## src/rtl/axi4_wr_arbiter.sv

```systemverilog
// Round-robin arbiter giving one whole AXI4 write burst at a time to one of two requesters over a shared AW/W/B port.
// AW is registered one cycle after accept, W is passed through combinationally, and B returns to the requester as a one-cycle pulse.
module axi4_wr_arbiter #(
    parameter int C_ID_LEN   = 8,
    parameter int C_DATA_LEN = 128,
    parameter int C_STRB_LEN = C_DATA_LEN/8
) (
    input  logic                    axi_clk,
    input  logic                    axi_reset,
    input  logic [63:0]             s_awaddr,
    input  logic [15:0]             s_awlen,
    input  logic [1:0]              s_awvalid,
    output logic [1:0]              s_awready,
    input  logic [2*C_DATA_LEN-1:0] s_wdata,
    input  logic [1:0]              s_wvalid,
    output logic [1:0]              s_wready,
    input  logic [1:0]              s_wlast,
    output logic [1:0]              s_bvalid,
    output logic [1:0]              s_bresp,
    output logic [C_ID_LEN-1:0]     axi_awid,
    output logic [31:0]             axi_awaddr,
    output logic [7:0]              axi_awlen,
    output logic                    axi_awvalid,
    input  logic                    axi_awready,
    output logic [C_DATA_LEN-1:0]   axi_wdata,
    output logic [C_STRB_LEN-1:0]   axi_wstrb,
    output logic                    axi_wlast,
    output logic                    axi_wvalid,
    input  logic                    axi_wready,
    input  logic [C_ID_LEN-1:0]     axi_bid,
    input  logic [1:0]              axi_bresp,
    input  logic                    axi_bvalid,
    output logic                    axi_bready,
    output logic [1:0]              grant,
    output logic                    err_wlast
);
    typedef enum logic [1:0] {ST_IDLE, ST_XFER, ST_RESP} state_t;

    state_t      r_state, w_state_nxt;
    logic        r_pri, r_gidx;
    logic [1:0]  r_grant, r_bvalid, r_bresp;
    logic [31:0] r_awaddr;
    logic [7:0]  r_awlen, r_beat_cnt;
    logic        r_awvalid, r_aw_done, r_w_done, r_err;

    logic w_win, w_accept, w_in_xfer, w_w_open, w_wlast, w_aw_hs, w_beat;
    logic w_aw_done_nxt, w_w_done_nxt, w_b_hs, w_unused;

    // Both requesting: the pointer decides; otherwise the lone requester wins.
    assign w_win         = (&s_awvalid) ? r_pri : s_awvalid[1];
    assign w_in_xfer     = (r_state == ST_XFER);
    assign w_w_open      = w_in_xfer & ~r_w_done;
    assign w_wlast       = w_in_xfer & (r_beat_cnt == r_awlen);
    assign w_aw_hs       = r_awvalid & axi_awready;
    assign w_beat        = w_w_open & s_wvalid[r_gidx] & axi_wready;
    assign w_aw_done_nxt = r_aw_done | w_aw_hs;
    assign w_w_done_nxt  = r_w_done | (w_beat & w_wlast);
    assign w_b_hs        = (r_state == ST_RESP) & axi_bvalid;
    assign w_unused      = ^axi_bid;

    always_ff @(posedge axi_clk) begin
        if (axi_reset) r_state <= ST_IDLE;
        else           r_state <= w_state_nxt;
    end

    always_comb begin
        w_state_nxt = r_state;
        w_accept    = 1'b0;
        s_awready   = 2'b00;
        case (r_state)
            ST_IDLE: begin
                if (|s_awvalid) begin
                    w_accept         = 1'b1;
                    s_awready[w_win] = 1'b1;
                    w_state_nxt      = ST_XFER;
                end
            end
            ST_XFER: begin
                // A handshake finishing AW or W in this very cycle still counts.
                if (w_aw_done_nxt & w_w_done_nxt) w_state_nxt = ST_RESP;
            end
            ST_RESP: begin
                if (axi_bvalid) w_state_nxt = ST_IDLE;
            end
            default: w_state_nxt = ST_IDLE;
        endcase
    end

    always_ff @(posedge axi_clk) begin
        if (axi_reset) begin
            r_pri      <= 1'b0;
            r_gidx     <= 1'b0;
            r_grant    <= 2'b00;
            r_bvalid   <= 2'b00;
            r_bresp    <= 2'b00;
            r_awaddr   <= '0;
            r_awlen    <= '0;
            r_beat_cnt <= '0;
            r_awvalid  <= 1'b0;
            r_aw_done  <= 1'b0;
            r_w_done   <= 1'b0;
            r_err      <= 1'b0;
        end else begin
            r_bvalid <= 2'b00;
            if (w_accept) begin
                r_gidx     <= w_win;
                r_grant    <= w_win ? 2'b10 : 2'b01;
                r_awaddr   <= w_win ? s_awaddr[63:32] : s_awaddr[31:0];
                r_awlen    <= w_win ? s_awlen[15:8] : s_awlen[7:0];
                r_awvalid  <= 1'b1;
                r_beat_cnt <= '0;
                r_aw_done  <= 1'b0;
                r_w_done   <= 1'b0;
            end
            if (w_in_xfer && w_aw_hs) begin
                r_awvalid <= 1'b0;
                r_aw_done <= 1'b1;
            end
            if (w_beat) begin
                r_beat_cnt <= r_beat_cnt + 8'd1;
                if (w_wlast) r_w_done <= 1'b1;
                // The requester's own WLAST is only audited; our counter ends the burst.
                if (s_wlast[r_gidx] != w_wlast) r_err <= 1'b1;
            end
            if (w_b_hs) begin
                r_bresp  <= axi_bresp;
                r_bvalid <= r_gidx ? 2'b10 : 2'b01;
                r_grant  <= 2'b00;
                r_pri    <= ~r_gidx;
            end
        end
    end

    assign s_wready    = {w_w_open & axi_wready & r_gidx, w_w_open & axi_wready & ~r_gidx};
    assign s_bvalid    = r_bvalid;
    assign s_bresp     = r_bresp;
    assign axi_awid    = {{(C_ID_LEN-1){1'b0}}, r_gidx};
    assign axi_awaddr  = r_awaddr;
    assign axi_awlen   = r_awlen;
    assign axi_awvalid = r_awvalid;
    assign axi_wdata   = w_in_xfer ? (r_gidx ? s_wdata[2*C_DATA_LEN-1:C_DATA_LEN]
                                             : s_wdata[C_DATA_LEN-1:0]) : '0;
    assign axi_wstrb   = '1;
    assign axi_wlast   = w_wlast;
    assign axi_wvalid  = w_w_open & s_wvalid[r_gidx];
    assign axi_bready  = (r_state == ST_RESP);
    assign grant       = r_grant;
    assign err_wlast   = r_err;
endmodule
```

## config.mk

```make
export PLATFORM = sky130hd
export DESIGN_NAME = axi4_wr_arbiter
export DESIGN_NICKNAME = d
export VERILOG_FILES = /design/src/rtl/axi4_wr_arbiter.sv
export SDC_FILE = /design/constraint.sdc
export NUM_CORES = 1
export LEC_CHECK = 0
export CAP_MARGIN = 20
export CORE_AREA = 2 2 219 221
export DETAILED_ROUTE_END_ITERATION = 8
export DIE_AREA = 0 0 221 223
export GPL_TIMING_DRIVEN = 0
export PLACE_DENSITY_LB_ADDON = 0.2
export SLEW_MARGIN = 20
export SYNTH_ARGS = -nofsm -noshare
export SYNTH_HDL_FRONTEND = slang
export SYNTH_SLANG_ARGS = --single-unit
```

## constraint.sdc

```tcl
create_clock -name axi_clk -period 2 [get_ports axi_clk]
set_clock_uncertainty 0.15 [all_clocks]
set_input_delay 0.4 -clock axi_clk [delete_from_list [all_inputs] [get_ports axi_clk]]
set_output_delay 0.4 -clock axi_clk [all_outputs]
set_load 0.02 [all_outputs]
```

Word-level counts from Yosys, hierarchy flattened:

Index checks and enable logic that the tools add are counted.

* register bits: 62
* logic and storage cells: 80
* bits in writable memories: 0
* ROM bits: 0
* bits of input ports: 357
* latch bits: 0
* memories: 0

* div/mod/pow operators: 0
* muxes and demuxes: 28
* add/sub/neg operators: 1
* multiply operators: 0
* shifts and indexed selects: 0
* eq/ne operators: 7
* bitwise logic cells: 16
* $lt $le $gt $ge: 3
* reduce and logical (&&, ||, !) cells: 12

Operator list (count)
* $mux 128: 2
* $mux 32: 1
* $mux 8: 3
* $mux 2: 7
* $mux 1: 13
* $and 1x1->1: 11
* $add 8x1->8 const B: 1
* $eq 8x8->1: 1
* $reduce_or 2->1: 4
* $pmux 2 s3: 1
* $lt 1x2->1 const B: 2
* $ne 2x2->1 const B: 2
* $reduce_and 2->1: 2
* $reduce_bool 2->1: 2
* $not 1->1: 3
* $reduce_and 3->1: 1
* $eq 2x1->1 const B: 1
* $eq 2x2->1 const B: 1
* $logic_and 1x1->1: 2
* $logic_not 2->1: 1
* $ne 2x1->1 const B: 1
* $or 1x1->1: 2
* $demux 1 s1: 1
* $ge 1x1->1 const B: 1
* $ne 1x1->1: 1

Logic depth before layout (Yosys ltp):

Gate-level depths: netlist of run 1.

* depth after elaboration: 9
* mapped depth: 6
* mapped depth without buffers: 5

Worst setup path before layout of run 1:

No wires, ideal clock.

* kind: reg2out
* start: register r_gidx
* end: output axi_wdata[100]
* arrival: 1.564 ns
* cell stages (with the launch flop): 6
* slack: -0.114 ns
* cells stage by stage: dfxtp_1 -> buf_4 -> buf_2 -> clkbuf_1 -> mux2i_1 -> nor2_1

* word-level cells in the longest chain between the ends: 2

RTL lines
* start, declared: RTL line 40 `logic r_pri, r_gidx;`
* start signal, assigned: RTL line 106 `r_gidx <= w_win;`
* $mux 128 (2 in a row): RTL line 141 `assign axi_wdata = w_in_xfer ? (r_gidx ? s_wdata[2*C_DATA_LEN-1:C_DATA_LEN]`
* end, declared: RTL line 25 `output logic [C_DATA_LEN-1:0] axi_wdata,`

Every way passes these cells.

Worst setup path after layout of run 1:

* start: input axi_wready
* end: output s_wready[0]

* word-level cells in the longest chain between the ends: 2

RTL lines
* start, declared: RTL line 29 `input logic axi_wready,`
* $and 1x1->1 (2 in a row): RTL line 134 `assign s_wready = {w_w_open & axi_wready & r_gidx, w_w_open & axi_wready & ~r_gidx};`
* end, declared: RTL line 16 `output logic [1:0] s_wready,`

Every way passes these cells.

==> out/qor.txt, run 1 <==
Layout Cell Area excl Fill: 0.01233 sq mm
post-detail-place hpwl: 32.59 mm
worst-path cell chain: clkdlybuf4s50_1 -> nand4bb_2 -> nor2_1 -> buf_2
fin crit period: 2.245 ns
crit path buf inv count: 2
r2r setup slk: -0.15 ns
Arrival @ worst endpoint: 1.70 ns
IR Drop Worst-Case VDD: 0.3089 mV
Fmax: 445.3 MHz
gr usage total: 14.87%
largest net degree at the start of global routing: 11
violated checks: setup timing
Yosys reg bits: 62
max-slew violation count: 0
DRC errors left: 0
Fillers: 5,120
sequential share of the synthesized area: 25.95%
height of the die: 223 um
unrepaired setup endpoints after global routing: yes
critical path's top delay family: buffers and inverters
CTS tree: built
leakage power: 0.004857 uW
slew margin rel.: 56.80%
Crit Path Class: input pin to output pin
post-synthesis cell count: 608
ys async rst share: 0%
final setup violation count: 137
CP endpoint kind: output pin
hold bufs inserted after CTS: 0
hold_sp: s_bresp[0]
synth unique cells: 45
crit path max-delay cell type: clkdlybuf4s50_1
Critical Path RT: 1.45 ns
initial DRC count: 300
final WL: 38.89 mm
Initial Utilization: 10.15%
WHS: 0.3232 ns
mapped cell area: 0.004783 sq mm
core area: 0.04715 sq mm
H-tree depth: 3
worst setup margin: -0.2454 ns
outcome: finished with violations
row count: 80
crit share post-route: 112.3%
top_reg_cell synth: dfxtp_1
Worst setup SP type: input pin
worst hold stages: 2
clock buffer depth: 2
vias in the first global route: 6,819
clock sink total: 62
nets: 1,557
TritonCTS Buffers: 9
Yosys Warn Count: 0
Final ANT Viol Nets: 0
Final Hold Vio Count: 0
CP max stage delay: 0.51 ns
leading post-synthesis cells by cell area: mux2i_1 (31%), dfxtp_1 (26%), nor2_1 (14%)
DP Area: 0.01096 sq mm
Post-synth top cells: nor2_1 (183), mux2i_1 (150), dfxtp_1 (62)
first-pass GRT wire length: 52.77 mm
reg-to-reg startpoint: r_gidx
Hold EP: s_bresp[0]
min-delay worst type: flop to flop
pre-CTS WS: -1.394 ns
layout cells sized above 1: 28.49%
instance count on the critical path: 4
port bufs: 532
syn_area_per_cell: 7.867 sq um
Top Ports: 564
Synth top area share: 31.39%
Yosys top cell by area: mux2i_1
Die Span X: 221 um
Worst Tran Pin Value: 0.6480 ns
Skew-Pair Late Insertion Delay: 0.33 ns
DIE AREA: 0.04928 sq mm
Root Buffer: clkbuf_16
P&R area growth vs syn: 157.8%
drt pass-1 iters: 6
initial antenna violation count: 13
Reg2Reg Depth: 7
count leader, synth: nor2_1
crit-path max FO: 7
Pwr Density: 485.9 mW/mm^2
Routed wire per std cell: 21.37 um
GP Congestion: 0.8092
vias per cell: 3.754
maxcap violations: 0
EDFF count, synth: 0
worst r2r dst: r_state[1]
clk slew on worst S/H paths: 0.06 ns
GRT overflow: 0
DR vias: 6,832
[layer usage]
| layer | vias up | part of all wire (%) | GRT usage, % |
|---|---|---|---|
| met2 | 312 | 50 | 26.01 |
| met1 | 3169 | 40 | 17.65 |
| met3 | 42 | 8.0 | 5.123 |
| met5 | - | 0.17 | 0 |
| met4 | 12 | 1.7 | 2.750 |
| li1 | 3297 | - | - |
[placed cells by master (no fill, tap or decap), types with 11 or more instances in the layout]
| cell type | synthesis | layout |
|---|---|---|
| clkdlybuf4s50_1 | 0 | 389 |
| buf_4 | 26 | 137 |
| nor2_1 | 183 | 136 |
| mux2i_1 | 150 | 123 |
| dfxtp_1 | 62 | 58 |
| nor2_2 | 0 | 39 |
| buf_6 | 0 | 35 |
| conb_1 | 2 | 23 |
| clkbuf_16 | 0 | 21 |
| a222oi_1 | 20 | 20 |
| a211oi_1 | 21 | 20 |
| mux2i_2 | 0 | 14 |
| mux2i_4 | 0 | 13 |
| a21oi_1 | 15 | 13 |
| buf_8 | 0 | 11 |
| clkbuf_1 | 38 | 11 |
[state kept, by name, summed over array words and instances (netlist names)]
name and flops:
axi_awaddr 32, axi_awlen 8, r_beat_cnt 8, grant 2, r_state 2, s_bresp 2, s_bvalid 2, axi_awvalid 1
err_wlast 1, r_aw_done 1, r_gidx 1, r_pri 1, r_w_done 1
[worst register-to-register path, cell delays in order (launching register included)]
cell      delay, ns
dfxtp_4        0.35
buf_4          0.14
buf_12         0.15
mux2i_4        0.22
buf_6          0.15
or2_4          0.27
or4_4          0.44
a211oi_2       0.19
[cell type report]
class / count / area (sq um) / share of cell area, %
clock buffers: 12 / 246.5 / 1.999
well taps: 615 / 769.5 / 6.239
clock inverters: 4 / 22.52 / 0.1826
plain buffers: 73 / 860.8 / 6.980
multi-input cells: 486 / 3709 / 30.07
flip-flops and latches: 62 / 1249 / 10.12
inverters: 5 / 18.77 / 0.1522
repair buffers: 562 / 5455 / 44.23
diodes: 1 / 2.502 / 0.02029
[how the worst max path moves through the flow]
| stage | startpoint | to | slack [ns] |
|---|---|---|---|
| 3_5_place_dp | r_state[1] | axi_wdata[19] | -1.39 |
| 3_3_place_gp | r_state[1] | axi_wdata[19] | -1.38 |
| 6_report | axi_wready | s_wready[0] | -0.25 |
| 2_1_floorplan | r_gidx | axi_wdata[100] | -0.11 |
| 5_1_grt | axi_wready | s_wready[0] | -0.31 |
| 4_1_cts | r_gidx | axi_wdata[110] | -0.27 |
[cell families (layout without fill, tap and decap cells)]
logic type	after synthesis	after routing	synth area share (%)
other cells	2	24	0.1570
simple gates	228	229	19.88
xor+xnor	10	10	1.831
mux	150	150	31.39
flops	62	62	25.95
compound gates	73	73	11.95
fa+ha+maj	1	1	0.2615
buf+inv	82	656	8.580
[power by group]
| part | internal [uW] | total [uW] | switching (uW) | leakage, uW |
|---|---|---|---|---|
| clock | 867 | 1470 | 602 | 0.000132 |
| combinational | 1670 | 3130 | 1470 | 0.00421 |
| sequential | 1320 | 1390 | 65.1 | 0.000511 |
[metrics by stage]
step / power [uW] / TNS [ns] / util [%] / cells
floorplan: 2554 / -5.675 / - / 629
global placement: 4206 / -185.91 / 23.24 / 1776
detailed placement: 4203 / -191.23 / 23.24 / 1776
CTS: 5849 / -31.15 / 24.81 / 1805
global route: 6273 / -29.54 / 26.15 / 1819
finish: 5993 / -18.63 / 26.16 / 1820
[what timing repair did]
action / in CTS / in global routing
resized for setup: 812 / 182
gates cloned: 5 / 6
endpoints found under the setup margin: 197 / 200
buffers inserted: 11 / 10
pin swaps: 2 / 11
Power figures use the tool's default switching activity.
==> run 2, diff against run 1 <==
--- a/config.mk
+++ b/config.mk
@@ -7,9 +7,11 @@
 export LEC_CHECK = 0
 export CAP_MARGIN = 20
 export CORE_AREA = 2 2 219 221
+export CTS_CLUSTER_DIAMETER = 30
 export DETAILED_ROUTE_END_ITERATION = 8
 export DIE_AREA = 0 0 221 223
 export GPL_TIMING_DRIVEN = 0
+export HOLD_SLACK_MARGIN = 0.15
 export PLACE_DENSITY_LB_ADDON = 0.2
 export SLEW_MARGIN = 20
 export SYNTH_ARGS = -nofsm -noshare
==> results of run 2 <==
No change in the layout: final DEF, timing and power equal those of run 1.
